$ cat config.mk
export PLATFORM = sky130hd
export DESIGN_NAME = ioctl_upload_rd
export DESIGN_NICKNAME = d
export VERILOG_FILES = /design/src/rtl/ioctl_upload_rd.sv
export SDC_FILE = /design/constraint.sdc
export NUM_CORES = 1
export LEC_CHECK = 0
export BUFFER_PORTS_ARGS = -buffer_cell sky130_fd_sc_hd__buf_2
export CAP_MARGIN = 40
export CORE_ASPECT_RATIO = 0.9
export CORE_MARGIN = 2
export CORE_UTILIZATION = 45
export CTS_BUF_LIST = sky130_fd_sc_hd__clkbuf_2 sky130_fd_sc_hd__clkbuf_4 sky130_fd_sc_hd__clkbuf_8
export CTS_CLUSTER_DIAMETER = 100
export CTS_CLUSTER_SIZE = 40
export DETAILED_ROUTE_END_ITERATION = 10
export GPL_ROUTABILITY_DRIVEN = 1
export GPL_TIMING_DRIVEN = 0
export PLACE_DENSITY_LB_ADDON = 0.15
export SLEW_MARGIN = 15
export SYNTH_ARGS = -nofsm -noshare
export SYNTH_HDL_FRONTEND = slang
export SYNTH_SLANG_ARGS = --single-unit
$ cat constraint.sdc
create_clock -name clk_sys -period 5 [get_ports clk_sys]
set_input_delay 0 -clock clk_sys [delete_from_list [all_inputs] [get_ports clk_sys]]
set_output_delay 0 -clock clk_sys [all_outputs]
set_load 0.01 [all_outputs]
$ cat src/rtl/ioctl_upload_rd.sv
`default_nettype none
// ============================================================================
// Module   : ioctl_upload_rd
// Purpose  : HPS upload responder. Answers ioctl upload read strobes with
//            bytes fetched from a core-side byte RAM (save RAM, cartridge
//            RAM dumps). The RAM port is shared with the core through a
//            req/gnt handshake; the HPS is held off with ioctl_wait while a
//            fetch is outstanding.
// Ports    :
//   clk_sys       system clock, rising edge
//   reset_n       asynchronous active-low reset
//   ioctl_upload  upload session active (level)
//   ioctl_rd      one-cycle read strobe for the byte at ioctl_addr
//   ioctl_addr    25-bit byte address
//   ioctl_din     returned byte (valid from the cycle ioctl_wait falls)
//   ioctl_wait    fetch pending, HPS must not issue another strobe
//   mem_req       RAM access request, held until granted
//   mem_gnt       RAM grant; access occurs on edge with mem_req & mem_gnt
//   mem_addr      RAM byte address, stable while mem_req is high
//   mem_q         RAM read data, valid RD_LAT edges after the grant edge
//   byte_cnt      bytes served in the current session (wraps mod 2^25)
//   upload_done   one-cycle pulse when the session ends
// Revision : 1.0 - initial release
// ============================================================================
module ioctl_upload_rd #(
    parameter int          AW       = 16,
    parameter int          MEM_SIZE = 65536,
    parameter int          RD_LAT   = 2,
    parameter logic [7:0]  FILL     = 8'hFF
) (
    input  logic          clk_sys,
    input  logic          reset_n,
    input  logic          ioctl_upload,
    input  logic          ioctl_rd,
    input  logic [24:0]   ioctl_addr,
    output logic [7:0]    ioctl_din,
    output logic          ioctl_wait,
    output logic          mem_req,
    input  logic          mem_gnt,
    output logic [AW-1:0] mem_addr,
    input  logic [7:0]    mem_q,
    output logic [24:0]   byte_cnt,
    output logic          upload_done
);

    typedef enum logic [1:0] {
        ST_IDLE = 2'd0,
        ST_REQ  = 2'd1,
        ST_LAT  = 2'd2
    } state_t;

    // One extra bit so MEM_SIZE up to 2^25 is representable and the compare
    // covers the full address without aliasing upper bits into the RAM.
    localparam logic [25:0] c_mem_size = 26'(MEM_SIZE);
    localparam logic [2:0]  c_rd_lat   = 3'(RD_LAT);

    state_t          state_q, state_d;
    logic [2:0]      lat_cnt_q, lat_cnt_d;
    logic            upload_q, upload_d;
    logic [7:0]      ioctl_din_q, ioctl_din_d;
    logic            ioctl_wait_q, ioctl_wait_d;
    logic            mem_req_q, mem_req_d;
    logic [AW-1:0]   mem_addr_q, mem_addr_d;
    logic [24:0]     byte_cnt_q, byte_cnt_d;
    logic            upload_done_q, upload_done_d;

    logic            upload_rise;
    logic            upload_fall;
    logic            addr_in_range;

    assign upload_rise   = ioctl_upload & ~upload_q;
    assign upload_fall   = ~ioctl_upload & upload_q;
    assign addr_in_range = ({1'b0, ioctl_addr} < c_mem_size);

    // ------------------------------------------------------------------
    // Next-state and output logic
    // ------------------------------------------------------------------
    always_comb begin
        state_d       = state_q;
        lat_cnt_d     = lat_cnt_q;
        upload_d      = ioctl_upload;
        ioctl_din_d   = ioctl_din_q;
        ioctl_wait_d  = ioctl_wait_q;
        mem_req_d     = mem_req_q;
        mem_addr_d    = mem_addr_q;
        byte_cnt_d    = byte_cnt_q;
        upload_done_d = upload_fall;

        // A new session restarts the count; a strobe accepted on the same
        // edge then counts as the first byte of that session.
        if (upload_rise) begin
            byte_cnt_d = '0;
        end

        if (upload_fall) begin
            // Session ended: drop any outstanding fetch. A read already
            // issued to the RAM is simply never sampled.
            state_d      = ST_IDLE;
            mem_req_d    = 1'b0;
            ioctl_wait_d = 1'b0;
        end else begin
            case (state_q)
                ST_IDLE: begin
                    if (ioctl_rd && ioctl_upload) begin
                        if (addr_in_range) begin
                            mem_addr_d   = ioctl_addr[AW-1:0];
                            mem_req_d    = 1'b1;
                            ioctl_wait_d = 1'b1;
                            state_d      = ST_REQ;
                        end else begin
                            // Out-of-range bytes are answered immediately
                            // without touching the RAM or stalling the HPS.
                            ioctl_din_d = FILL;
                            byte_cnt_d  = byte_cnt_d + 25'd1;
                        end
                    end
                end

                ST_REQ: begin
                    if (mem_req_q && mem_gnt) begin
                        mem_req_d = 1'b0;
                        lat_cnt_d = 3'd1;
                        state_d   = ST_LAT;
                    end
                end

                ST_LAT: begin
                    // lat_cnt_q equals the number of edges since the grant
                    // edge, so reaching RD_LAT means mem_q is valid now.
                    if (lat_cnt_q == c_rd_lat) begin
                        ioctl_din_d  = mem_q;
                        ioctl_wait_d = 1'b0;
                        byte_cnt_d   = byte_cnt_d + 25'd1;
                        state_d      = ST_IDLE;
                    end else begin
                        lat_cnt_d = lat_cnt_q + 3'd1;
                    end
                end

                default: begin
                    state_d      = ST_IDLE;
                    mem_req_d    = 1'b0;
                    ioctl_wait_d = 1'b0;
                end
            endcase
        end
    end

    // ------------------------------------------------------------------
    // State registers
    // ------------------------------------------------------------------
    always_ff @(posedge clk_sys or negedge reset_n) begin
        if (!reset_n) begin
            state_q       <= ST_IDLE;
            lat_cnt_q     <= 3'd0;
            upload_q      <= 1'b0;
            ioctl_din_q   <= 8'h00;
            ioctl_wait_q  <= 1'b0;
            mem_req_q     <= 1'b0;
            mem_addr_q    <= '0;
            byte_cnt_q    <= 25'd0;
            upload_done_q <= 1'b0;
        end else begin
            state_q       <= state_d;
            lat_cnt_q     <= lat_cnt_d;
            upload_q      <= upload_d;
            ioctl_din_q   <= ioctl_din_d;
            ioctl_wait_q  <= ioctl_wait_d;
            mem_req_q     <= mem_req_d;
            mem_addr_q    <= mem_addr_d;
            byte_cnt_q    <= byte_cnt_d;
            upload_done_q <= upload_done_d;
        end
    end

    assign ioctl_din   = ioctl_din_q;
    assign ioctl_wait  = ioctl_wait_q;
    assign mem_req     = mem_req_q;
    assign mem_addr    = mem_addr_q;
    assign byte_cnt    = byte_cnt_q;
    assign upload_done = upload_done_q;

endmodule
`default_nettype wire

==> Implementation_results.wiki, run 1 <==
{| class="wikitable"
! Metric !! Value
|-
| Status || completed
|-
| Clock latency reported for the late side of the worst-skew pair || 350 ps
|-
| Total congestion overflow after global routing || 0
|-
| Synth Area per Inst || 9.79 um2
|-
| PortBufs || 89
|-
| Startpoint types || register
|-
| Crit Path Category || reg2reg
|-
| Number of nets with antenna violations after routing || 0
|-
| Max FO, Critical Path || 10
|-
| Post-cts gate resize count || 0
|-
| Relative area change from synthesis to final layout || 34.3%
|-
| Maximum vdd ir drop || 0.279 mV
|-
| CTS tree || yes
|-
| Cell mode on critical path || clkbuf_1
|-
| Ant. Diodes || 0
|-
| Horizontal extent of the die || 90.7 um
|-
| Area of the die || 7440 um2
|-
| Initial core utilization || 46.5%
|-
| Final Hold Fails || 0
|-
| Initial antenna violation count || 0
|-
| Area fraction in compound gates after synthesis || 16.6%
|-
| Cell type of the slowest stage on the worst timing path || or4_1
|-
| Final cycle utilization of the critical path || 60.1%
|-
| Hold Crit Class || in2reg
|-
| Root Buffer || clkbuf_8
|-
| Post-synthesis xor/xnor area fraction || 1.15%
|-
| Number of DRC violations after detailed-routing iteration 0 || 149
|-
| CTS H-Tree Depth || 3
|-
| Largest delay share family, worst path || simple AND/OR/NAND/NOR gates
|-
| Remaining max-slew budget at the tightest pin || 49.2%
|-
| Time the worst path needs with I/O delays and setup || 3000 ps
|-
| Post-synthesis cell count || 311
|-
| Lkg Pwr || 1.95 nW
|-
| Synthesis Warnings || 0
|-
| Area share of and/or/nand/nor cells after synthesis || 21.3%
|-
| Part of the power in the clock network || 32.9%
|-
| Actual transition at the worst max-transition pin || 753 ps
|-
| Crit end category || register
|-
| Max Cap Viol || 0
|-
| Max Freq || 333 MHz
|-
| Proportion of register bits with asynchronous set or reset after synthesis || 100%
|-
| Die Span Y || 82.0 um
|-
| Unrepaired setup endpoints after global routing || no
|-
| Postcts setup bufs || 0
|-
| Deepest clock path buffer count || 2
|-
| Fin Setup TNS || 0 ps
|-
| Worst clock skew || 12.2 ps
|-
| Top library cells by usage in the layout, fill and taps aside || 96 x buf_2, 58 x dfrtp_1, 26 x nand2_1, 26 x dlygate4sd3_1, 24 x nor2_1
|-
| Cell Chain, Critical Path || or2b_1 -> clkbuf_1 -> nand2_1 -> inv_1 -> ha_1 -> and4_1 -> clkbuf_1 -> and2_1 -> nand4_2 -> or4_1 -> nand3_1
|-
| Number of buffers added by the clock tree synthesis step || 9
|-
| Reported net switching power || 0.000490 W
|-
| Number of global-route vias before repair || 2654
|-
| Synth Net Count || 355
|-
| Adder-cell share of the synthesized area || 2.47%
|-
| Placer Congestion || 0.826
|-
| Share of total power in combinational logic || 29.2%
|-
| WP data required || 5270 ps
|-
| Most instantiated flip-flop cell in the synthesis netlist || dfrtp_1
|-
| Final max-slew violation count || 0
|-
| Power per standard cell area || 360 nW/um2
|-
| Global-route wire length before repair || 12600 um
|-
| Fraction of layout cells with a size suffix above 1 || 31.7%
|-
| Count of endpoints failing setup in the final report || 0
|-
| Floorplan row count || 28
|-
| First-pass iteration count of the detailed router || 4
|-
| Clock sink total || 58
|-
| Flip-flop and latch count after synthesis || 58
|-
| Post-route DRC violation count || 0
|-
| Largest net degree at the start of global routing || 59
|-
| Most common cell after layout, fill and taps aside || buf_2
|-
| Netlist cell types || 56
|-
| Routed vias || 2886
|-
| Clock transition at the registers of the reported paths || 70 ps
|-
| Mux cell area share after synthesis || 6.24%
|-
| Sequential share of the synthesized area || 47.7%
|-
| Syn Std Cell Area || 3050 um2
|-
| Delay contributed by the slowest stage of the critical path || 540 ps
|-
| Data arrival time of the critical path || 3280 ps
|-
| Power consumption || 0.00147 W
|-
| Area of the core || 6550 um2
|-
| Main combinational cell family by area after synthesis || simple AND/OR/NAND/NOR gates
|-
| DR WL/cell || 14.8 um
|-
| Tot GR Track Use || 21.9%
|-
| Sequential Power Share || 37.9%
|-
| Wirelength, routed || 7880 um
|-
| Detail-routed via count per cell || 5.42
|-
| Hold buffers post-CTS || 26
|-
| Worst path bufs/invs || 3
|-
| Internal power contribution || 0.000983 W
|-
| End-of-flow core utilization || 62.4%
|-
| DP Wirelength || 5580 um
|-
| Hold Slack || 25.4 ps
|-
| Number of nets in the final layout || 481
|-
| I/O pin count || 90
|-
| Proportion of total power due to net switching || 33.3%
|-
| Post-synth EDFFs || 0
|}
-- per-layer routing --
metal  vias up  track usage, %  part of all wire [%]
met4         0            10.0                   1.9
li1       1399               -                     -
met3        12            5.14                   5.4
met1      1383            28.6                    45
met2        92            35.0                    47
met5         -               0                     0
-- area by class of cell --
class	count	area [um2]
Inverter	17	63.8
Sequential cell	58	1450
Multi-Input combinational cell	221	1460
Timing Repair Buffer	115	708
Buffer	15	73.8
Fill cell	560	2460
Clock buffer	11	145
Tap cell	90	113
Clock inverter	5	77.6
-- Yosys cell counts (all sizes together), types with 4 or more instances --
library cell   n  area share [%]
a21oi         12             2.0
nand4         13             2.9
buf           10             1.8
a31oi         14             2.9
clkbuf         5            0.62
inv           17             2.1
mux2          16             5.9
a211oi         6             1.5
a41oi          4             1.2
ha             6             2.5
dfrtp         58              48
nor4           5             1.9
o21ai         15             2.5
nor2          25             3.2
or3            4            0.82
and2           8             1.6
nand3         13             2.1
and3           4            0.82
nand2         27             3.4
nor3           8             1.3
-- power by group through the flow --
stage / clock network, W / registers [W] / logic [W]
after floorplan: 0 / 0.000584 / 0.000248
after global placement: 0 / 0.000565 / 0.000406
after detailed placement: 0 / 0.000567 / 0.000411
after CTS: 0.000500 / 0.000558 / 0.000430
after global routing: 0.000516 / 0.000565 / 0.000484
final: 0.000485 / 0.000558 / 0.000431
-- worst min-delay path, stage by stage --
cell and delay (ps):
buf_2 70, nand2_1 60, nand2_1 90, a211oi_1 80
-- stage by stage --
| step | cells | area [um2] | setup slack (ps) |
|---|---|---|---|
| finish | 532 | 4090 | 2000 |
| global route | 532 | 4090 | 1800 |
| CTS | 532 | 4090 | 2040 |
| detailed placement | 490 | 3610 | 2070 |
| global placement | 490 | 3600 | 2090 |
| floorplan | 311 | 3050 | 2530 |
-- state kept, by name, summed over array words and instances (netlist names) --
| register | count |
|---|---|
| byte_cnt | 25 |
| ioctl_wait | 1 |
| mem_req | 1 |
| upload_done | 1 |
| mem_addr | 16 |
| ioctl_din | 8 |
| state_q | 2 |
| lat_cnt_q | 3 |
| upload_q | 1 |
-- logic make-up after synthesis --
family | after synthesis
XOR/XNOR | 4
AO/OA/AOI/OAI | 75
AND/OR/NAND/NOR | 119
buffers and inverters | 32
flip-flops | 58
adder cells (fa/ha/maj) | 6
multiplexers | 17
-- path summary, 6_finish.rpt --
path	startpoint	endpoint	slack [ps]	cells past startpoint
setup / recovery	upload_q	byte_cnt[24]	2000	11
hold / removal	mem_gnt	mem_req	30	4
setup reg to reg	upload_q	byte_cnt[24]	2000	11
hold reg to reg	mem_addr[14]	mem_addr[14]	500	1
max in group asynchronous	reset_n	state_q[0]	4250	2
min in group asynchronous	reset_n	ioctl_din[7]	260	2
(Power assumes the default switching activity.)
==> inputs of run 2 (changes only) <==
==> constraint.sdc (replaced) <==
create_clock -name clk_sys -period 2.6 [get_ports clk_sys]
set_input_delay 0 -clock clk_sys [delete_from_list [all_inputs] [get_ports clk_sys]]
set_output_delay 0 -clock clk_sys [all_outputs]
set_load 0.01 [all_outputs]
==> run 2 against run 1 <==
Compared with the run above:
- critical endpoint unchanged
- largest power group unchanged
- first-iteration DRC count shrank 6.7%
- via count grew 0.10%
- highest routed layer unchanged
- count of clock-buffer cells in the layout is the same
==> Implementation_results.wiki, run 2 (synthesis gave the netlist of run 1 again) <==
{| class="wikitable"
! Metric !! Value
|-
| Power per standard cell area || 695 nW/um2
|-
| Post-route DRC violation count || 0
|-
| Placed Cells incl. Taps || 490
|-
| Area of the die || 7440 um2
|-
| Detail-routed via count per cell || 5.45
|-
| Horizontal extent of the die || 90.7 um
|-
| Global-route wire length before repair || 12600 um
|-
| Die Span Y || 82.0 um
|-
| Ant. Diodes || 0
|-
| Postcts setup bufs || 0
|-
| Root Buffer || clkbuf_8
|-
| Setup WS pre-CTS || -335 ps
|-
| Unrepaired setup endpoints after global routing || no
|-
| Initial antenna violation count || 0
|-
| Worst clock skew || 12.5 ps
|-
| Largest net degree at the start of global routing || 59
|-
| Endpoint of the most critical register-to-register path || byte_cnt[24]
|-
| Clock transition at the registers of the reported paths || 70 ps
|-
| Deepest clock path buffer count || 2
|-
| Hold Crit Class || in2reg
|-
| Critical Path End || byte_cnt[24]
|-
| DP Wirelength || 5580 um
|-
| Clock sink total || 58
|-
| Fraction of layout cells with a size suffix above 1 || 32.5%
|-
| Lkg Pwr || 1.95 nW
|-
| Max FO, Critical Path || 13
|-
| Time the worst path needs with I/O delays and setup || 2440 ps
|-
| I/O pin count || 90
|-
| Number of nets in the final layout || 479
|-
| Most common cell after layout, fill and taps aside || buf_2
|-
| Crit Path Category || reg2reg
|-
| Tot GR Track Use || 21.9%
|-
| DR WL/cell || 15.0 um
|-
| Number of DRC violations after detailed-routing iteration 0 || 139
|-
| Total congestion overflow after global routing || 0
|-
| Depth of the worst register-to-register path || 9
|-
| Number of fillers in the final layout || 560
|-
| Final max-slew violation count || 0
|-
| Top library cells by usage in the layout, fill and taps aside || 96 x buf_2, 58 x dfrtp_1, 26 x nand2_1, 26 x dlygate4sd3_1, 24 x nor2_1
|-
| Final Hold Fails || 0
|-
| Initial core utilization || 46.5%
|-
| Number of buffers added by the clock tree synthesis step || 9
|-
| Start of the worst register-to-register path || upload_q
|-
| CTS tree || yes
|-
| Maximum vdd ir drop || 0.537 mV
|-
| Total area of sequential cells || 1450 um2
|-
| Max FFs per register || 25
|-
| First-pass iteration count of the detailed router || 4
|-
| Clock latency reported for the late side of the worst-skew pair || 350 ps
|-
| Startpoint types || register
|-
| Multi-input gate area || 1470 um2
|-
| Data arrival time of the critical path || 2720 ps
|-
| Launching element of the worst setup path || upload_q
|-
| Crit end category || register
|-
| Final setup slack of the worst path || 162 ps
|-
| Area of the core || 6550 um2
|-
| Floorplan row count || 28
|-
| CTS H-Tree Depth || 3
|-
| Power consumption || 0.00284 W
|-
| Routed vias || 2889
|-
| Non-filler cells in the finished layout || 530
|-
| Count of endpoints failing setup in the final report || 0
|-
| Max Freq || 410 MHz
|-
| Remaining max-slew budget at the tightest pin || 48.6%
|-
| Wirelength, routed || 7970 um
|-
| Max Cap Viol || 0
|-
| Actual transition at the worst max-transition pin || 763 ps
|-
| Post-Layout Inst Area || 4090 um2
|-
| Status || completed
|-
| Number of global-route vias before repair || 2652
|-
| Register-to-Register Setup Slack || 160 ps
|-
| Final cycle utilization of the critical path || 93.8%
|-
| PortBufs || 89
|-
| Number of nets with antenna violations after routing || 0
|-
| Post-place instance area || 3610 um2
|-
| WP data required || 2880 ps
|-
| Relative area change from synthesis to final layout || 34.3%
|-
| Placer Congestion || 0.826
|}
## run 2: timing repair
| item | 4_1_cts | 5_1_grt |
|---|---|---|
| endpoints found under the hold margin | 83 | 0 |
| hold buffers | 26 | 0 |
| resized for setup | 1 | 2 |
| endpoints found under the setup margin | 6 | 2 |
| cloned | 0 | 0 |
## run 2: critical path, stage by stage (launching register included)
cell and delay, ps:
dfrtp_1 430, or2b_4 230, nand2_1 150, inv_1 90, ha_1 220, and4_2 330
and2_1 160, nand4_2 150, or4_1 540, nand3_1 80
## run 2: layout make-up
class,instances,share of cell area (%)
Clock buffer,11,3.55
Tap cell,90,2.75
Clock inverter,5,1.90
Inverter,17,1.56
Sequential cell,58,35.5
Timing Repair Buffer,115,17.3
Buffer,13,1.62
Multi-Input combinational cell,221,35.8
## run 2: worst min path at each step
stage                            start           end  slack (ps)  cells past startpoint
final                          mem_gnt       mem_req          20                      4
after CTS                      mem_gnt       mem_req          10                      4
after floorplan                reset_n   byte_cnt[0]        -300                      0
after detailed placement       reset_n  byte_cnt[17]         110                      1
after global routing           mem_gnt       mem_req          80                      4
after global placement    ioctl_upload      upload_q         190                      1
## run 2: routing by layer
layer	vias to the layer above	share of wire (%)	GRT usage, %	wire, um
met1	1400	45	28.6	3570
met4	0	1.2	9.85	98
met3	9	6.4	4.86	511
met2	86	48	35.4	3790
li1	1394	-	-	-
met5	-	0	0	0
## run 2: through the flow
step                TNS, ps  util (%)  hold WS [ps]
global placement       -604      55.0           189
detailed placement     -698      55.0           112
finish                    0      62.5          20.7
global route              0      62.5          80.0
floorplan                 0         -          -296
CTS                       0      62.4          13.3
## run 2: report_power, final
part	switching, W	internal [W]	leakage (nW)	total, W
logic	0.000520	0.000310	1.07	0.000830
clock network	0.000369	0.000573	0.113	0.000941
registers	0.0000643	0.00101	0.761	0.00107
total	0.000953	0.00189	1.95	0.00284
